===== src/rtl/load_store_unit_if.sv =====
// Data-memory bus between the load/store unit (master) and memory (slave).
// Request/grant handshake followed by a separate read-response beat.
interface load_store_unit_if #(parameter int NBits = 32);
  logic             Bus_Req_o;
  logic             Bus_We_o;
  logic [NBits-1:0] Bus_Addr_o;
  logic [NBits-1:0] Bus_Wdata_o;
  logic [3:0]       Bus_Be_o;
  logic             Bus_Gnt_i;
  logic             Bus_Rvalid_i;
  logic [NBits-1:0] Bus_Rdata_i;

  modport master (
    output Bus_Req_o, Bus_We_o, Bus_Addr_o, Bus_Wdata_o, Bus_Be_o,
    input  Bus_Gnt_i, Bus_Rvalid_i, Bus_Rdata_i
  );
  modport slave (
    input  Bus_Req_o, Bus_We_o, Bus_Addr_o, Bus_Wdata_o, Bus_Be_o,
    output Bus_Gnt_i, Bus_Rvalid_i, Bus_Rdata_i
  );
endinterface


===== src/rtl/load_store_unit.sv =====
// Load/store unit: one bus transaction per memory instruction, with byte-lane
// steering, load extension, core stall and misaligned/illegal/timeout faults.
module lsu_lane #(
  parameter int LANE = 0
) (
  input  logic [1:0]  size_i,
  input  logic [1:0]  off_i,
  input  logic [31:0] wd_i,
  output logic        be_o,
  output logic [7:0]  wbyte_o
);
  localparam logic [1:0] L = 2'(LANE);

  always_comb begin
    be_o    = 1'b1;
    wbyte_o = wd_i[8*LANE +: 8];
    case (size_i)
      2'b00: begin
        be_o    = (off_i == L);
        wbyte_o = wd_i[7:0];
      end
      2'b01: begin
        // halfwords are already known to be 2-byte aligned here
        be_o    = (off_i[1] == L[1]);
        wbyte_o = wd_i[8*(LANE%2) +: 8];
      end
      default: ;
    endcase
  end
endmodule

module load_store_unit #(
  parameter int NBits         = 32,
  parameter int TimeoutCycles = 255
) (
  input  logic             clk,
  input  logic             reset,
  input  logic             Mem_Read_i,
  input  logic             Mem_Write_i,
  input  logic [2:0]       Funct3_i,
  input  logic [NBits-1:0] Address_i,
  input  logic [NBits-1:0] Write_Data_i,
  output logic [NBits-1:0] Load_Data_o,
  output logic             Stall_o,
  output logic             Access_Fault_o,
  load_store_unit_if.master bus
);
  localparam int NUM_LANES = NBits / 8;
  localparam logic [9:0] TMO_LAST = 10'(TimeoutCycles - 1);

  typedef enum logic [1:0] {IDLE, REQ, WAIT_R, DONE} state_e;

  state_e state_q, state_d;
  logic [1:0]       off_q;
  logic [2:0]       f3_q;
  logic             we_q, req_q, req_d;
  logic [NBits-1:0] addr_q, wdata_q, ld_q, ld_d;
  logic [3:0]       be_q;
  logic [9:0]       cnt_q, cnt_d;

  logic                          acc, code_ok, align_ok, valid, cap, stall, fault, tmo;
  logic [NUM_LANES-1:0]          be_c;
  logic [NUM_LANES-1:0][7:0]     wdata_c;
  logic [NBits-1:0]              rd_shift, ext;

  assign acc = Mem_Read_i | Mem_Write_i;
  always_comb begin
    code_ok = 1'b0;
    case (Funct3_i)
      3'b000, 3'b001, 3'b010: code_ok = 1'b1;
      3'b100, 3'b101:         code_ok = Mem_Read_i;
      default:                code_ok = 1'b0;
    endcase
    align_ok = 1'b1;
    if (Funct3_i[1:0] == 2'b01) align_ok = ~Address_i[0];
    if (Funct3_i[1:0] == 2'b10) align_ok = (Address_i[1:0] == 2'b00);
  end
  assign valid = (Mem_Read_i ^ Mem_Write_i) & code_ok & align_ok;

  for (genvar i = 0; i < NUM_LANES; i++) begin : g_lane
    lsu_lane #(.LANE(i)) u_lane (
      .size_i  (Funct3_i[1:0]),
      .off_i   (Address_i[1:0]),
      .wd_i    (Write_Data_i),
      .be_o    (be_c[i]),
      .wbyte_o (wdata_c[i])
    );
  end

  assign rd_shift = bus.Bus_Rdata_i >> {off_q, 3'b000};
  always_comb begin
    ext = rd_shift;
    case (f3_q)
      3'b000:  ext = {{24{rd_shift[7]}},  rd_shift[7:0]};
      3'b001:  ext = {{16{rd_shift[15]}}, rd_shift[15:0]};
      3'b100:  ext = {24'b0, rd_shift[7:0]};
      3'b101:  ext = {16'b0, rd_shift[15:0]};
      default: ext = rd_shift;
    endcase
  end

  assign tmo = (cnt_q == TMO_LAST);

  always_comb begin
    state_d = state_q;
    req_d   = req_q;
    ld_d    = ld_q;
    cnt_d   = cnt_q;
    cap     = 1'b0;
    stall   = 1'b0;
    fault   = 1'b0;
    case (state_q)
      IDLE: begin
        if (valid) begin
          stall   = 1'b1;
          cap     = 1'b1;
          req_d   = 1'b1;
          cnt_d   = '0;
          state_d = REQ;
        end else if (acc) begin
          fault = 1'b1;
          if (Mem_Read_i) ld_d = '0;
        end
      end
      REQ: begin
        stall = 1'b1;
        cnt_d = cnt_q + 10'd1;
        // the awaited event takes priority over an expiring counter
        if (bus.Bus_Gnt_i) begin
          req_d   = 1'b0;
          state_d = we_q ? DONE : WAIT_R;
        end else if (tmo) begin
          fault   = 1'b1;
          req_d   = 1'b0;
          if (!we_q) ld_d = '0;
          state_d = DONE;
        end
      end
      WAIT_R: begin
        stall = 1'b1;
        cnt_d = cnt_q + 10'd1;
        if (bus.Bus_Rvalid_i) begin
          ld_d    = ext;
          state_d = DONE;
        end else if (tmo) begin
          fault   = 1'b1;
          ld_d    = '0;
          state_d = DONE;
        end
      end
      DONE:    state_d = IDLE;
      default: state_d = IDLE;
    endcase
  end

  always_ff @(posedge clk or negedge reset) begin
    if (!reset) begin
      state_q <= IDLE;
      req_q   <= 1'b0;
      we_q    <= 1'b0;
      off_q   <= '0;
      f3_q    <= '0;
      addr_q  <= '0;
      wdata_q <= '0;
      be_q    <= '0;
      ld_q    <= '0;
      cnt_q   <= '0;
    end else begin
      state_q <= state_d;
      req_q   <= req_d;
      ld_q    <= ld_d;
      cnt_q   <= cnt_d;
      if (cap) begin
        we_q    <= Mem_Write_i;
        off_q   <= Address_i[1:0];
        f3_q    <= Funct3_i;
        addr_q  <= {Address_i[NBits-1:2], 2'b00};
        wdata_q <= wdata_c;
        be_q    <= be_c;
      end
    end
  end

  // combinational outputs are forced low while reset is held
  assign Stall_o          = reset & stall;
  assign Access_Fault_o   = reset & fault;
  assign Load_Data_o      = ld_q;
  assign bus.Bus_Req_o    = req_q;
  assign bus.Bus_We_o     = we_q;
  assign bus.Bus_Addr_o   = addr_q;
  assign bus.Bus_Wdata_o  = wdata_q;
  assign bus.Bus_Be_o     = be_q;
endmodule


===== src/flat_wrapper.sv =====
// flat-port wrapper written by rule: the top's interface ports become plain ports
module load_store_unit_flat 
#(
  parameter int NBits         = 32,
  parameter int TimeoutCycles = 255
)
  (clk, reset, Mem_Read_i, Mem_Write_i, Funct3_i, Address_i, Write_Data_i, Load_Data_o, Stall_o, Access_Fault_o, bus_Bus_Req_o, bus_Bus_We_o, bus_Bus_Addr_o, bus_Bus_Wdata_o, bus_Bus_Be_o, bus_Bus_Gnt_i, bus_Bus_Rvalid_i, bus_Bus_Rdata_i);
  load_store_unit_if #(.NBits(NBits)) bus_i ();
  input  logic clk;
  input  logic reset;
  input  logic Mem_Read_i;
  input  logic Mem_Write_i;
  input  logic [2:0] Funct3_i;
  input  logic [NBits-1:0] Address_i;
  input  logic [NBits-1:0] Write_Data_i;
  output logic [NBits-1:0] Load_Data_o;
  output logic Stall_o;
  output logic Access_Fault_o;
  output wire logic [$bits(bus_i.Bus_Req_o)-1:0] bus_Bus_Req_o;
  output wire logic [$bits(bus_i.Bus_We_o)-1:0] bus_Bus_We_o;
  output wire logic [$bits(bus_i.Bus_Addr_o)-1:0] bus_Bus_Addr_o;
  output wire logic [$bits(bus_i.Bus_Wdata_o)-1:0] bus_Bus_Wdata_o;
  output wire logic [$bits(bus_i.Bus_Be_o)-1:0] bus_Bus_Be_o;
  input wire logic [$bits(bus_i.Bus_Gnt_i)-1:0] bus_Bus_Gnt_i;
  input wire logic [$bits(bus_i.Bus_Rvalid_i)-1:0] bus_Bus_Rvalid_i;
  input wire logic [$bits(bus_i.Bus_Rdata_i)-1:0] bus_Bus_Rdata_i;
  assign bus_Bus_Req_o = bus_i.Bus_Req_o;
  assign bus_Bus_We_o = bus_i.Bus_We_o;
  assign bus_Bus_Addr_o = bus_i.Bus_Addr_o;
  assign bus_Bus_Wdata_o = bus_i.Bus_Wdata_o;
  assign bus_Bus_Be_o = bus_i.Bus_Be_o;
  assign bus_i.Bus_Gnt_i = bus_Bus_Gnt_i;
  assign bus_i.Bus_Rvalid_i = bus_Bus_Rvalid_i;
  assign bus_i.Bus_Rdata_i = bus_Bus_Rdata_i;
  load_store_unit #(.NBits(NBits), .TimeoutCycles(TimeoutCycles)) u_core (.clk(clk), .reset(reset), .Mem_Read_i(Mem_Read_i), .Mem_Write_i(Mem_Write_i), .Funct3_i(Funct3_i), .Address_i(Address_i), .Write_Data_i(Write_Data_i), .Load_Data_o(Load_Data_o), .Stall_o(Stall_o), .Access_Fault_o(Access_Fault_o), .bus(bus_i));
endmodule

===== config.mk =====
export PLATFORM = sky130hd
export DESIGN_NAME = load_store_unit_flat
export DESIGN_NICKNAME = d
export VERILOG_FILES = /design/src/rtl/load_store_unit_if.sv /design/src/rtl/load_store_unit.sv /design/src/flat_wrapper.sv
export SDC_FILE = /design/constraint.sdc
export NUM_CORES = 1
export LEC_CHECK = 0
export CAP_MARGIN = 40
export CORE_MARGIN = 2
export CORE_UTILIZATION = 25
export CTS_CLUSTER_DIAMETER = 150
export DETAILED_ROUTE_END_ITERATION = 10
export PLACE_DENSITY = 0.46
export SYNTH_ARGS = -nofsm -noshare
export SYNTH_HDL_FRONTEND = slang
export SYNTH_SLANG_ARGS = --single-unit

===== constraint.sdc =====
create_clock -name clk -period 2.7 [get_ports clk]
set_input_delay 0.27 -clock clk [delete_from_list [all_inputs] [get_ports clk]]
set_output_delay 0.27 -clock clk [all_outputs]
set_load 0.03 [all_outputs]

==> metrics list, run 1 <==
- The critical path contains buffers and inverters numbering 3 combined.
- # clock sinks: around 120
* Flop-to-flop setup slack: 0.57 ns
- In this run the worst path has a maximum fanout of 9.
- The via count of the first global-routing pass is 5259.
- Max rail drop VDD: around 580 uV
- The critical path is of the reg -> out type.
- The number of pins with negative max-slew slack in the final report is 0.
- The share of synthesized area in the top cell type comes to 0.493.
- Placement Rows: 56
* Leading register cell type out of synthesis: dfrtp_1
* Pre-antenna DRT Iters: 4
* Slowest cell delay on critical path: 0.46 ns
- The number of antenna violations at the first check in global routing was 2.
- Leading cell types by total area after synthesis: dfrtp_1 49%, mux2_2 8.5%, mux2_4 7.6%
- Detailed routing inserted a total of between 4000 and 5000 vias.
* Synthesized instance count: around 530
- Share of synthesized area occupied by flip-flops and latches: 0.493
- Clock transition time at the flip-flop clock pins of the worst setup and hold paths: about 0.06 ns
- Measured against the total synthesized area, the mux share comes to 0.237.
- Worst max-slew margin expressed relative to the limit: 0.374
- Yosys reg bits: 117
* Simple-gate area share of the yosys netlist: 0.0947
- STA classifies the critical path startpoint as a register.
- Grouping stages by cell kind, the critical path spends the most delay in adder cells.
- The first global-routing pass estimated about 29000 um of wire.
* Combined area of all synthesized cells: 5940 sq um
- The wire-length estimate of the detail-placed layout is around 13000 um.
- For the worst setup path, the data required time is around 2.4 ns.
- Standard cell with the maximum stage delay on the critical path: ha_1
- Post-CTS Hold Fix Bufs: 1
- Once detail routing completed, the nets flagged for antenna violations numbered 0.
* CTS H-tree depth: 4
* Hold WC Path Type: in -> async
- Area of the placeable core: about 23000 sq um
- Fill cell total of the finished layout: roughly 2300
* Overall die area: about 25000 sq um
- In the final layout, the share of cells above drive strength 1 is 0.182.
- For the pin with the worst max-slew slack, the measured transition is approximately 0.94 ns.
- Combined area of the multi-input logic cells: 2810 sq um
* Die outline width: between 150 and 200 um
* RSZ-0062 raised after global routing: false
- Total CTS buffers: 17
- Arrival @ worst endpoint: between 2 and 2.5 ns
- The tightest hold path in the finished design has a slack of between 0.2 and 0.25 ns.
- Cell at the root of the clock tree: clkbuf_16
- Summed over all layers, the global routing overflow is 0.
- Top Ports: between 200 and 250
* Setup fix buffers added after clock tree synthesis: 0
- Adding up every negative setup slack in the final design gives 0 ns.
- Aggregate global-route resource usage: 0.150
- Post-Route WL: roughly 18000 um
- Number of vias per cell after detailed routing: 4.51
- After detailed routing, the number of remaining DRC violations is 0.
- Derived from the worst setup path, the maximum achievable clock frequency is 0.408 GHz.
- Total number of nets in the final design: about 850
- In this run the tool buffered the top-level ports with between 200 and 250 buffer cells.
* Largest buffer count on any clock path: 2
* Final period demand of the worst path: 2.45 ns
- After synthesis, the largest family of logic cells by area is multiplexers.
- Setup violations remaining at the end of the flow were counted as 0.
* Starting DRC count in detailed routing: 242
- In this run, synthesis inferred 0 flip-flops with an integrated enable.
- The run finished with clean final reports.
- The number of endpoints with negative hold slack in the final report was 0.
* Period utilisation layout: 0.907
* CTS tree: yes
* Compound-cell area share of the yosys netlist: 0.124
- The average instance in the mapped netlist occupies 11.3 sq um.
- Synth async-reset ratio: 1.00
- Signed area change from the synthesized netlist to the final layout: 53.3%
- Initial standard-cell utilization of the core: 0.254
- Register area: just under 3000 sq um
- Wire length per cell: around 17 um
- The analysis attributes to cell leakage a power of between 3 and 4 nW.
- Post-cts gate resize count: 0
* Skew final: between 0.01 and 0.015 ns
- Of the total synthesized cell area, the portion taken by full adders, half adders and majority gates is 0.0147.
* Routability Congestion: 0.832
* Count of max-cap constraint violations: 0
- For this design the ratio of total power to cell area is 1100 nW/um^2.
- Worst-Skew Late Latency: 0.42 ns
* Xor and xnor fraction of the mapped netlist area: 0
- From bottom edge to top edge, the die measures 158 um.
* Number of distinct library cell variants in the gate-level netlist after synthesis: 43
* Total number of yosys warnings: 0
* Yosys top cell by area: dfrtp_1
* Setup crit end kind: primary output
* Largest net degree at the start of global routing: between 50 and 60
- The signal on the critical path passes through inv_1 -> ha_1 -> nand2b_1 -> a2bb2oi_1 -> nor3b_1 -> buf_4 -> buf_12.
power breakdown:
group          internal (mW)  total (mW)  switching (mW)
Clock                   1.61        2.50           0.890
Combinational           2.09        4.69            2.60
Sequential              2.40        2.81           0.411
cells by family after synthesis:
kind of cell | count (synthesis)
AOI/OAI and AO/OA | 120
adders and majority gates | 7
buffers and inverters | 44
DFF | 117
muxes | 120
other | 1
and+or+nand+nor | 118
worst register-to-register path, stage by stage, from the launching register on:
cell	delay, ns
dfrtp_1	0.41
inv_1	0.09
ha_1	0.46
mux2i_1	0.71
o21ai_0	0.23
o31ai_1	0.12
area by class of cell:
class                      count  area share
sequential                   117       0.321
multi-input combinational    367       0.309
inverter                      11     0.00453
clock inverter                13      0.0214
clock buffer                  19      0.0497
tap                          319      0.0438
antenna                        1    0.000275
timing repair buffer         225       0.250
cell usage after synthesis, types with 6 or more instances:
library cell and instances:
mux2_4 30, nand2_1 54, nor2_1 24, ha_1 7, mux2i_1 45, a211oi_1 15
nor2b_1 11, inv_1 11, dfrtp_1 117, clkbuf_1 11, o21ai_0 55, and2_1 6
mux2_2 45, buf_2 11, a21oi_1 27
metrics by stage:
step / utilization / area (sq um) / setup WS [ns] / cells / power (mW)
floorplan: - / 5950 / 0.483 / 528 / 5.63
global placement: 0.360 / 8420 / 0.316 / 1037 / 7.50
CTS: 0.389 / 9110 / 0.290 / 1071 / 10.1
detailed placement: 0.361 / 8450 / 0.296 / 1038 / 7.56
global route: 0.389 / 9110 / 0.0609 / 1071 / 10.6
finish: 0.389 / 9110 / 0.251 / 1072 / 10.0
state kept, by name, indices dropped and copies added (netlist names), 2 cells and up:
| register | flops |
|---|---|
| u_core.bus.Bus_Addr_o | 30 |
| u_core.state_q | 2 |
| u_core.Load_Data_o | 32 |
| u_core.f3_q | 3 |
| u_core.off_q | 2 |
| u_core.bus.Bus_Wdata_o | 32 |
| u_core.cnt_q | 10 |
| u_core.bus.Bus_Be_o | 4 |
placed cells by master, fill, tap and decap left out, types with 6 or more instances in the layout:
cell / synthesis / routed
o21ai_0: 55 / 55
nand2_1: 54 / 53
dfrtp_1: 117 / 117
ha_1: 7 / 7
clkdlybuf4s50_1: 0 / 203
nor2b_1: 11 / 11
buf_4: 2 / 15
mux2_4: 30 / 30
a21oi_1: 27 / 27
inv_1: 11 / 11
mux2i_1: 45 / 45
mux2_2: 45 / 45
clkbuf_16: 0 / 17
nor2_1: 24 / 24
a211oi_1: 15 / 15
and2_1: 6 / 6
worst paths after layout:
check / cells past startpoint / from / endpoint
max in group asynchronous: 3 / reset / u_core.bus.Bus_Wdata_o[13]
min in group clk: 3 / Mem_Write_i / u_core.bus.Bus_We_o
setup reg to reg: 5 / u_core.state_q[0] / u_core.cnt_q[5]
hold reg to reg: 2 / u_core.bus.Bus_Wdata_o[9] / u_core.bus.Bus_Wdata_o[9]
setup / recovery: 7 / u_core.state_q[0] / Access_Fault_o
hold / removal: 2 / reset / u_core.bus.Bus_Addr_o[22]
layer usage:
metal  global-route usage  part of all wire  vias to the layer above
li1                     -                 -                     2310
met1                0.172              0.40                     2358
met2                0.255              0.50                      154
met3               0.0679             0.089                       12
met4               0.0399            0.0084                        0
met5                    0                 0                        -
No activity file was read; power rests on OpenSTA's default activity.
==> run 2, diff against run 1 <==
--- a/config.mk
+++ b/config.mk
@@ -10,7 +10,7 @@
 export CORE_UTILIZATION = 25
 export CTS_CLUSTER_DIAMETER = 150
 export DETAILED_ROUTE_END_ITERATION = 10
-export PLACE_DENSITY = 0.46
+export PLACE_DENSITY = 0.47
 export SYNTH_ARGS = -nofsm -noshare
 export SYNTH_HDL_FRONTEND = slang
 export SYNTH_SLANG_ARGS = --single-unit
==> constraint.sdc (replaced) <==
create_clock -name clk -period 2 [get_ports clk]
set_input_delay 0.2 -clock clk [delete_from_list [all_inputs] [get_ports clk]]
set_output_delay 0.2 -clock clk [all_outputs]
set_load 0.03 [all_outputs]
==> metrics list, run 2 (synthesis results as in run 1) <==
- Via count of the first global-routing pass: between 5000 and 6000
* Worst Setup Slack, final: -0.0615 ns
* Fin. Hold Viols: 0
* HPWL after detailed placement: between 10000 and 15000 um
* Wire length of the first global-routing pass: between 20000 and 30000 um
- Largest net degree at the start of global routing: 111
* Sort of element at the start of the critical path: register
* Worst max-slew margin expressed relative to the limit: 0.594
- After detailed routing, the total wire length is 18700 um.
* Worst-Skew Late Latency: 0.42 ns
- In this run the cell area measured after placement is about 8600 sq um.
- Signed area change from the synthesized netlist to the final layout: 59.0%
- Walking the worst path, the cells encountered are nand4_1 -> nor3_4 -> buf_4 -> buf_6 -> o2111ai_4 -> buf_12 -> mux2_4.
- Routability Congestion: approximately 0.79
- CTS tree: yes
* Count of max-cap constraint violations: 0
* FF-to-FF path depth: 7
- The routed layout has 4928 vias.
- Measured along the y axis, the die boundary spans 158 um.
- Flop-to-flop setup slack: -0.06 ns
* Final period demand of the worst path: a little over 2 ns
- VDD sags by at most approximately 800 uV.
- Timing analysis after detailed placement gives a worst setup slack of -0.280 ns.
- # clock sinks: between 100 and 150
- Worst flop-to-flop path endpoint: u_core.Load_Data_o[12]
- Of the available clock period, the critical path in the final layout requires 1.03.
* Number of vias per cell after detailed routing: 4.47
- Failing checks: setup timing
- Skew final: a little under 0.01 ns
- Slew Limit Fails: 0
- Slowest cell delay on critical path: 0.44 ns
- The initial utilization of the core area, before any placement, comes to 0.254.
* Most frequent standard cell in the layout excluding fill and tap cells: clkdlybuf4s50_1
* Count of antenna-violating nets left after detailed routing: 0
* Start-to-end type of the worst setup path: reg -> reg
* Placement Rows: 56
* Static Leakage: 4.15 nW
- The worst hold path begins at Mem_Write_i.
* Total power per unit cell area: about 1500 nW/um^2
- Area of the placeable core: roughly 23000 sq um
- In the routed design, unresolved DRC markers number 0.
* Clock transition time at the flip-flop clock pins of the worst setup and hold paths: 0.06 ns
* Peak clock frequency supported by timing: just under 0.5 GHz
- Post-route design area: roughly 9500 sq um
* Total CTS buffers: 17
* Pre-antenna DRT Iters: 4
- Least-Margin Pin Slew: 0.609 ns
* Initial antenna violation count: 1
- Hold path cells: 3
- The floorplan step defined a die boundary enclosing between 20000 and 30000 sq um.
- CTS H-tree depth: 4
- Hold WC Path Type: in -> reg
- Total grt overflow: 0
* Arrival @ worst endpoint: ~2.4 ns
- Aggregate global-route resource usage: 0.151
* Standard cell with the maximum stage delay on the critical path: dfrtp_1
* Share of cells above drive strength 1: 0.234
- For hold timing, the worst endpoint is u_core.bus.Bus_We_o.
- Setup violations remaining at the end of the flow were counted as 31.
* Count of input and output buffers: 206
- Setup repair after global routing could not meet its margin everywhere.
- The die is between 150 and 200 um wide.
- RR Startpoint: u_core.cnt_q[4]
* Starting DRC count in detailed routing: 160
* Crit-path max FO: 16
* Total number of nets in the final design: between 800 and 900
- Total power consumption of the routed design: between 10 and 15 mW
- The library cells used most frequently in the layout, excluding fill and tap cells, are 201 x clkdlybuf4s50_1, 116 x dfrtp_1, 54 x o21ai_0.
- The flow ran to the end, but the final reports show violations.
- Data on the critical path is required at its endpoint by between 2 and 2.5 ns.
- Setup crit end kind: register
* Top Ports: about 210
* Cell at the root of the clock tree: clkbuf_16
- After detailed routing, the average wire length per cell comes to between 15 and 20 um.
* Largest buffer count on any clock path: 2
[run 2: timing repair]
item,4_1_cts,5_1_grt
setup buffers,6,5
pin swaps,5,5
endpoints found under the setup margin,11,42
cloned,0,2
endpoints found under the hold margin,7,0
resized for setup,14,12
hold buffers,1,0
[run 2: routing by layer]
metal / part of all wire / GRT usage
met1: 0.42 / 0.183
met2: 0.48 / 0.246
met3: 0.086 / 0.0676
met4: 0.0064 / 0.0335
met5: 0 / 0
[run 2: worst max-delay path by stage]
stage,start,endpoint,depth (start not counted)
2_1_floorplan,u_core.state_q[0],u_core.Load_Data_o[10],8
5_1_grt,u_core.cnt_q[0],Access_Fault_o,7
4_1_cts,u_core.cnt_q[0],Access_Fault_o,7
3_5_place_dp,Mem_Read_i,u_core.Load_Data_o[30],8
6_report,u_core.cnt_q[4],u_core.Load_Data_o[12],7
3_3_place_gp,Mem_Read_i,u_core.Load_Data_o[6],8
[run 2: power by group]
group | leakage, nW | switching, mW | total [mW] | internal [mW]
logic | 2.36 | 3.69 | 6.84 | 3.15
clock network | 0.294 | 1.22 | 3.32 | 2.10
registers | 1.50 | 0.561 | 3.80 | 3.24
[run 2: layout make-up]
| type | count | area, sq um |
|---|---|---|
| fillers | 2322 | 13900 |
| clock inverters | 14 | 199 |
| multi-input cells | 367 | 2890 |
| flip-flops and latches | 117 | 2930 |
| inverters | 11 | 43.8 |
| well taps | 319 | 399 |
| clock buffers | 18 | 429 |
| diodes | 1 | 2.50 |
| repair buffers | 256 | 2560 |
[run 2: per-stage QoR]
step	TNS, ns	utilization	std cells	hold WS (ns)
global route	-4.78	0.404	1102	0.0785
CTS	-0.157	0.400	1096	0.183
finish	-1.35	0.404	1103	0.0779
floorplan	0	-	528	-0.0956
detailed placement	-18.33	0.368	1057	0.0632
global placement	-18.17	0.367	1056	0.0634
[run 2: worst max-delay path: cells and delay by family, from the launching register on]
family,cells,cell delay [ns]
DFF,1,0.44
muxes,1,0.31
AOI/OAI and AO/OA,1,0.20
buffers and inverters,3,0.48
and+or+nand+nor,2,0.50
